**src/rtl/registered_mux_arbiter.sv**
```systemverilog
// Registered N-channel multiplexer with explicit-select or round-robin grant and a single-entry output register.
// Optional sticky out-of-range selector flag (Sel_Error) enabled by defining MUX_ARB_SEL_ERROR_EN.
module registered_mux_arbiter #(
  parameter int NBits     = 32,
  parameter int NChannels = 4,
  localparam int SelBits  = (NChannels > 1) ? $clog2(NChannels) : 1
) (
  input  logic                         clk,
  input  logic                         reset,
  input  logic                         Mode,
  input  logic [SelBits-1:0]           Selector,
  input  logic [NChannels-1:0]         In_Valid,
  input  logic [NChannels*NBits-1:0]   In_Data,
  output logic [NChannels-1:0]         In_Ready,
  output logic                         Out_Valid,
  input  logic                         Out_Ready,
  output logic [NBits-1:0]             Out_Data,
  output logic [SelBits-1:0]           Out_Channel
`ifdef MUX_ARB_SEL_ERROR_EN
  ,
  output logic                         Sel_Error
`endif
);

  logic               out_valid_q, out_valid_d;
  logic [NBits-1:0]   out_data_q,  out_data_d;
  logic [SelBits-1:0] out_chan_q,  out_chan_d;
  logic [SelBits-1:0] rr_ptr_q,    rr_ptr_d;

  logic               sel_in_range;
  logic               sel_valid;
  logic               rr_found;
  logic [SelBits-1:0] rr_idx;
  logic               grant_valid;
  logic [SelBits-1:0] grant_idx;
  logic [NBits-1:0]   grant_data;
  logic               load;

  // Explicit-select path: an out-of-range selector simply matches no channel.
  always_comb begin
    sel_in_range = (int'(Selector) < NChannels);
    sel_valid    = 1'b0;
    for (int i = 0; i < NChannels; i++) begin
      if (int'(Selector) == i) sel_valid = In_Valid[i];
    end
  end

  // Round-robin search: walk downward so the nearest channel after rr_ptr wins last.
  always_comb begin
    rr_found = 1'b0;
    rr_idx   = '0;
    for (int k = NChannels; k >= 1; k--) begin
      if (In_Valid[(int'(rr_ptr_q) + k) % NChannels]) begin
        rr_found = 1'b1;
        rr_idx   = SelBits'((int'(rr_ptr_q) + k) % NChannels);
      end
    end
  end

  always_comb begin
    grant_valid = Mode ? rr_found : sel_valid;
    grant_idx   = Mode ? rr_idx   : Selector;
    load        = !reset && (!out_valid_q || Out_Ready) && grant_valid;
  end

  always_comb begin
    grant_data = '0;
    In_Ready   = '0;
    for (int i = 0; i < NChannels; i++) begin
      if (int'(grant_idx) == i) begin
        grant_data  = In_Data[i*NBits +: NBits];
        In_Ready[i] = load;
      end
    end
  end

  always_comb begin
    out_valid_d = out_valid_q;
    out_data_d  = out_data_q;
    out_chan_d  = out_chan_q;
    rr_ptr_d    = rr_ptr_q;
    if (load) begin
      out_valid_d = 1'b1;
      out_data_d  = grant_data;
      out_chan_d  = grant_idx;
      if (Mode) rr_ptr_d = grant_idx;
    end else if (Out_Ready) begin
      out_valid_d = 1'b0;
    end
  end

  always_ff @(posedge clk) begin
    if (reset) begin
      out_valid_q <= 1'b0;
      out_data_q  <= '0;
      out_chan_q  <= '0;
      rr_ptr_q    <= SelBits'(NChannels - 1);
    end else begin
      out_valid_q <= out_valid_d;
      out_data_q  <= out_data_d;
      out_chan_q  <= out_chan_d;
      rr_ptr_q    <= rr_ptr_d;
    end
  end

  assign Out_Valid   = out_valid_q;
  assign Out_Data    = out_data_q;
  assign Out_Channel = out_chan_q;

`ifdef MUX_ARB_SEL_ERROR_EN
  logic sel_err_q;

  always_ff @(posedge clk) begin
    if (reset) begin
      sel_err_q <= 1'b0;
    end else if (!Mode && !sel_in_range) begin
      sel_err_q <= 1'b1;
    end
  end

  assign Sel_Error = sel_err_q;
`else
  logic unused_sel_range;
  assign unused_sel_range = sel_in_range;
`endif

endmodule

```
**config.mk**
```make
export PLATFORM = sky130hd
export DESIGN_NAME = registered_mux_arbiter
export DESIGN_NICKNAME = d
export VERILOG_FILES = /design/src/rtl/registered_mux_arbiter.sv
export SDC_FILE = /design/constraint.sdc
export NUM_CORES = 1
export LEC_CHECK = 0
export CAP_MARGIN = 20
export CORE_MARGIN = 2
export CORE_UTILIZATION = 35
export CTS_CLUSTER_SIZE = 24
export DETAILED_ROUTE_END_ITERATION = 6
export DONT_BUFFER_PORTS = 1
export RECOVER_POWER = 25
export SKIP_LAST_GASP = 1
export SYNTH_ARGS = -nofsm -noshare
export SYNTH_HDL_FRONTEND = slang
export SYNTH_SLANG_ARGS = --single-unit
```
**constraint.sdc**
```tcl
create_clock -name clk -period 3.1 [get_ports clk]
set_clock_uncertainty 0.2 [all_clocks]
set_input_delay 0.775 -clock clk [delete_from_list [all_inputs] [get_ports clk]]
set_output_delay 0.775 -clock clk [all_outputs]
set_load 0.03 [all_outputs]
```
==> metrics.md, run 1 <==
| Metric | Value |
|---|---|
| Psw | `0.745 mW` |
| Max VDD drop | `0.000268 V` |
| Detailed placement HPWL | `9690 um` |
| Peak Freq | `335 MHz` |
| Dpl ws | `121 ps` |
| Layout Cells excl Fill | `701` |
| CP Class | `in2out` |
| Final Critical Period | `2990 ps` |
| Final number of setup-violating endpoints | `0` |
| Post-Syn Instances | `584` |
| Post-CTS Setup Repair Bufs | `0` |
| Ports | `177` |
| Die Y | `116 um` |
| Worst rel slew slack | `37.5%` |
| Worst-margin pin slew | `937 ps` |
| Crit-path max cell delay | `460 ps` |
| EDFF count, synth | `0` |
| Final ANT Viol Nets | `0` |
| Worst hold margin | `357 ps` |
| Cell area power density | `434 mW/mm^2` |
| CP max-delay cell | `mux4_2` |
| Status | `finished clean` |
| Die area | `0.0134 mm^2` |
| Initial Util | `36.1%` |
| Hold buffers post-CTS | `0` |
| Synth Warn # | `0` |
| Port Buffer Count | `0` |
| FF+latch count, synth | `37` |
| Max-slew violation count | `0` |
| Syn nets | `722` |
| Num rows | `40` |
| CORE AREA | `0.0121 mm^2` |
| R2R cell count | `6` |
| Hold Crit Class | `in2reg` |
| DR vias/cell | `6.74` |
| RSZ-0062 raised after global routing | `no` |
| Worst Path Required | `2120 ps` |
| Net switching fraction of the power | `37.0%` |
| Final Util | `38.5%` |
| GRT overflow | `0` |
| Antenna violations before repair | `0` |
| Post-CTS Resized | `0` |
| WP buf/inv | `1` |
| CTS Buffer Depth | `2` |
| Worst skew pair latency | `280 ps` |
| Post-route setup slack | `112 ps` |
| Post-Syn Area | `0.00436 mm^2` |
| Crit path max-delay family | `simple AND/OR/NAND/NOR gates` |
| Syn avg cell area | `7.46 um^2` |
| Wire length per cell after detailed routing | `21.9 um` |
| Fraction of synthesis flops using an asynchronous set or reset pin | `0%` |
| Data arrival time of the critical path | `2010 ps` |
| Via Count | `4726` |
| CP Launch Type | `input pin` |
| Launch point of the worst reg-to-reg path | `rr_ptr_q[0]` |
| GRT Util Overall | `22.0%` |
| Worst-path maximum fanout | `5` |
| Number of library cell types mapped by synthesis | `38` |
| TritonCTS buffer count | `5` |
| CTS tree | `yes` |
| Final Net Count | `670` |
| CP Cell Sequence | `mux4_2 -> or2_1 -> and2_2 -> nand2_1 -> nor2_2 -> buf_4` |
| Hold Crit Depth | `1` |
| Remaining DRCs | `0` |
| Main synth FF type | `dfxtp_1` |
| Clock-pin slew on the worst setup and hold paths | `60 ps` |
| Final Hold Viols | `0` |
| Register area share after synthesis | `17.0%` |
| Final Cycle Share | `96.4%` |
| Most frequent cells in the layout | `nand3_1, nor2_1, mux2i_1, dfxtp_1, a21oi_1` |
| Worst R2R End | `Out_Data[27]` |
| Root Buffer | `clkbuf_16` |
| DRT iter0 DRCs | `412` |
| Total clock sinks | `37` |
| Setup TNS Final | `0 ps` |
| Die width | `116 um` |
| RePlAce Congestion | `0.813` |
| Seq pwr share | `35.7%` |
| Number of max-cap violations | `0` |
| Leak pwr | `1.57 nW` |
| Final WL | `15400 um` |
| Clk network pwr share | `33.1%` |
| Internal power | `1.27 mW` |
| Largest net degree at the start of global routing | `139` |
| # H-tree levels | `2` |
| Flop-to-flop setup slack | `680 ps` |
| Diodes inserted | `0` |
| Area grow syn2layout | `6.46%` |
| DR pass1 iterations | `5` |
| Worst hold start | `reset` |
| Global-route wire length before repair | `23800 um` |
| Combinational share of power | `31.2%` |
| Vias in the first global route | `4669` |
| Hold Path End | `Out_Channel[0]` |
| Placed Instances | `693` |
| Crit end category | `output port` |
| Most common cell after layout, fill and taps aside | `nand3_1` |
| Fraction of layout cells with a size suffix above 1 | `12.9%` |
-- synth_stat cells (2+ instances only) --
| cell type | number | area share (%) |
|---|---|---|
| nand3_1 | 130 | 15 |
| nor2_1 | 69 | 5.9 |
| mux2i_1 | 64 | 15 |
| a21oi_1 | 38 | 4.4 |
| clkbuf_1 | 37 | 3.2 |
| dfxtp_1 | 37 | 17 |
| a211oi_1 | 33 | 5.7 |
| a32o_1 | 32 | 7.3 |
| nand4_1 | 32 | 4.6 |
| o2111ai_2 | 29 | 10 |
| buf_2 | 22 | 2.5 |
| buf_1 | 10 | 0.86 |
| inv_1 | 5 | 0.43 |
| buf_6 | 4 | 1.0 |
| nor3b_1 | 4 | 0.69 |
| o2111ai_1 | 4 | 0.80 |
| and2_1 | 3 | 0.43 |
| nand2b_1 | 3 | 0.43 |
| nor2b_1 | 3 | 0.43 |
| nand3b_1 | 2 | 0.34 |
| o211ai_1 | 2 | 0.34 |
| o21ai_0 | 2 | 0.23 |
| o21ai_1 | 2 | 0.23 |
| or2_2 | 2 | 0.29 |
| or3b_2 | 2 | 0.40 |
-- power groups by stage --
stage	sequential, mW	combinational (mW)	clock [mW]
2_1_floorplan	0.705	0.549	0
4_1_cts	0.719	0.623	0.687
5_1_grt	0.726	0.684	0.707
3_3_place_gp	0.728	0.600	0
3_5_place_dp	0.730	0.622	0
6_report	0.719	0.627	0.668
-- state kept, by name (all words and copies together), names as in the netlist --
| name | cells |
|---|---|
| rr_ptr_q | 2 |
| Out_Data | 32 |
| Out_Channel | 2 |
| Out_Valid | 1 |
-- per-layer routing --
metal  up-vias  part of all wire [%]  track usage, %
met5         -                     0               0
met4         0                   1.7            7.07
met3        23                    10            5.65
met2       246                    47            36.4
met1      2286                    41            28.1
li1       2171                     -               -
-- area by class of cell --
class | instances | area, um^2
clock buffers | 5 | 125
clock inverters | 3 | 65.1
fillers | 1240 | 7420
inverters | 5 | 18.8
multi-input cells | 469 | 3340
flip-flops and latches | 37 | 741
well taps | 168 | 210
repair buffers | 14 | 143
-- metrics by stage --
step,total power [mW],cell area (um^2)
CTS,2.03,4640
global placement,1.33,4450
floorplan,1.25,4410
finish,2.01,4640
global route,2.12,4640
detailed placement,1.35,4450
-- how the worst max path moves through the flow --
stage	depth (start not counted)	slack, ps	from	end
2_1_floorplan	7	20	Selector[0]	In_Ready[0]
3_3_place_gp	6	130	Selector[0]	In_Ready[1]
3_5_place_dp	6	120	Selector[0]	In_Ready[1]
4_1_cts	6	110	Selector[0]	In_Ready[1]
5_1_grt	6	60	Selector[0]	In_Ready[1]
6_report	6	110	Selector[0]	In_Ready[1]
-- cells by family after synthesis --
group | synth area share (%)
and+or+nand+nor | 29.3
buffers and inverters | 8.04
DFF | 17.0
muxes | 15.2
AOI/OAI and AO/OA | 30.5
(Power assumes the default switching activity.)
==> run 2: changes to the inputs <==
CORE_MARGIN = unset   (was 2)
==> metrics.md, run 2 (synthesis results as in run 1) <==
| Metric | Value |
|---|---|
| Peak Freq | `331 MHz (-1.2%)` |
| CP Class | `in2out` |
| Fraction of layout cells with a size suffix above 1 | `13.1% (+0.14 points)` |
| Total clock sinks | `37 (unchanged)` |
| Flop-to-flop setup slack | `690 ps (about the same)` |
| CP Launch Type | `input pin` |
| Number of max-cap violations | `0 (unchanged)` |
| Pwr Total | `1.85 mW (-8.3%)` |
| Status | `finished clean` |
| Die area | `0.0129 mm^2 (-3.4%)` |
| Most common cell after layout, fill and taps aside | `nand3_1` |
| Hold buffers post-CTS | `0 (unchanged)` |
| Worst-path maximum fanout | `9 (+4)` |
| Crit-path max cell delay | `290 ps (-170 ps)` |
| Post-CTS Setup Repair Bufs | `0 (unchanged)` |
| Crit path max-delay family | `simple AND/OR/NAND/NOR gates` |
| Final WL | `15000 um (-2.6%)` |
| DR pass1 iterations | `5 (unchanged)` |
| Worst hold start | `reset` |
| Num rows | `40 (unchanged)` |
| Final Cycle Share | `97.6% (+1.2 points)` |
| Worst hold margin | `355 ps (-1.89 ps)` |
| Hold Crit Class | `in2reg` |
| GRT Util Overall | `22.7% (+0.63 points)` |
| Data arrival time of the critical path | `2050 ps (+40 ps)` |
| Hold Path End | `Out_Channel[0]` |
| # H-tree levels | `2 (unchanged)` |
| Diodes inserted | `0 (unchanged)` |
| Final number of setup-violating endpoints | `0 (unchanged)` |
| Worst Path Required | `2120 ps (about the same)` |
| DR vias/cell | `6.72 (-0.37%)` |
| Global-route wire length before repair | `23800 um (about the same)` |
| Port Buffer Count | `0 (unchanged)` |
| CORE AREA | `0.0121 mm^2 (unchanged)` |
| Layout Cell Area excl Fill | `0.00462 mm^2 (-0.51%)` |
| Max-slew violation count | `0 (unchanged)` |
| Max reg flops | `32 (unchanged)` |
| Cell area power density | `400 mW/mm^2 (-7.8%)` |
| Setup TNS Final | `0 ps (unchanged)` |
| Max VDD drop | `0.000198 V (-26%)` |
| WP buf/inv | `1 (unchanged)` |
| Worst rel slew slack | `37.0% (-0.53 points)` |
| RePlAce Congestion | `0.909 (+12%)` |
| Initial Util | `36.1% (unchanged)` |
| CP max-delay cell | `a211oi_2` |
| Largest net degree at the start of global routing | `139 (unchanged)` |
| Die Y | `114 um (-1.7%)` |
| TritonCTS buffer count | `5 (unchanged)` |
| Worst-margin pin slew | `945 ps (+7.92 ps)` |
| R2R cell count | `6 (unchanged)` |
| Post-CTS Resized | `0 (unchanged)` |
| Remaining DRCs | `0 (unchanged)` |
| Ports | `177 (unchanged)` |
| CP Cell Sequence | `a21bo_1 -> a211oi_2 -> and4b_2 -> nor2_1 -> nor2_2 -> buf_4` |
| Wire length per cell after detailed routing | `21.3 um (-2.9%)` |
| Launch point of the worst reg-to-reg path | `rr_ptr_q[1]` |
| DRT iter0 DRCs | `386 (-6.3%)` |
| Worst R2R End | `Out_Data[21]` |
| Root Buffer | `clkbuf_16` |
| CTS Buffer Depth | `2 (unchanged)` |
| RSZ-0062 raised after global routing | `no` |
| Hold Crit Depth | `1 (unchanged)` |
| Crit end category | `output port` |
| Via Count | `4722 (-0.085%)` |
| Antenna violations before repair | `0 (unchanged)` |
| Final Net Count | `672 (+0.30%)` |
| CTS tree | `yes` |
| Clock-pin slew on the worst setup and hold paths | `60 ps (about the same)` |
| Final ANT Viol Nets | `0 (unchanged)` |
| GRT overflow | `0 (unchanged)` |
| Area grow syn2layout | `5.91%` |
| Dpl cell area | `0.00448 mm^2 (+0.62%)` |
| Most frequent cells in the layout | `nand3_1, nor2_1, mux2i_1, dfxtp_1, a21oi_1` |
| Detailed placement HPWL | `9530 um (-1.7%)` |
| Final Hold Viols | `0 (unchanged)` |
| Leak pwr | `1.56 nW (-0.62%)` |
| Worst skew pair latency | `280 ps (about the same)` |
| Final Critical Period | `3020 ps (+36.2 ps)` |
| Die width | `114 um (-1.7%)` |
| Vias in the first global route | `4602 (-1.4%)` |
## run 2: cell count changes in the layout (fill, tap and decap cells not counted)
cell and change:
buf_12 +1, clkbuf_1 +1, buf_4 +1, bufinv_16 -2, clkinv_2 +1
## run 2: cell type report
cell class / instances / area [um^2]
Clock inverter: 2 / 10.0
Inverter: 5 / 18.8
Fill cell: 1215 / 7440
Sequential cell: 37 / 741
Timing Repair Buffer: 16 / 170
Multi-Input combinational cell: 469 / 3340
Tap cell: 168 / 210
Clock buffer: 6 / 129
## run 2: worst max-delay path by stage
stage / start / to / slack (ps) / cells past startpoint
after floorplan: Selector[0] / In_Ready[0] / 20 / 7
final: In_Valid[1] / In_Ready[0] / 80 / 6
after detailed placement: In_Valid[1] / In_Ready[0] / 80 / 6
after CTS: In_Valid[1] / In_Ready[0] / 80 / 6
after global routing: In_Valid[1] / In_Ready[0] / 9 / 6
after global placement: Selector[0] / In_Ready[1] / 120 / 6
## run 2: power breakdown
group          internal (mW)  switching (mW)  leakage (nW)
Combinational          0.269           0.354          1.18
Sequential             0.541           0.176         0.306
Clock                  0.296           0.210        0.0706
Total                   1.11           0.740          1.56
## run 2: stage by stage
step	cells	setup slack (ps)	util (%)
floorplan	584	18.7	-
global placement	695	122	37.1
detailed placement	695	80.8	37.1
CTS	703	81.0	38.3
global route	703	9.18	38.3
finish	703	75.9	38.3
## run 2: routing by layer
layer  routed length [um]  global-route usage, %  part of all wire [%]
met1                 6240                   28.5                    42
met2                 7040                   38.3                    47
met3                 1480                   5.95                   9.8
met4                  224                   5.96                   1.5
met5                    0                      0                     0
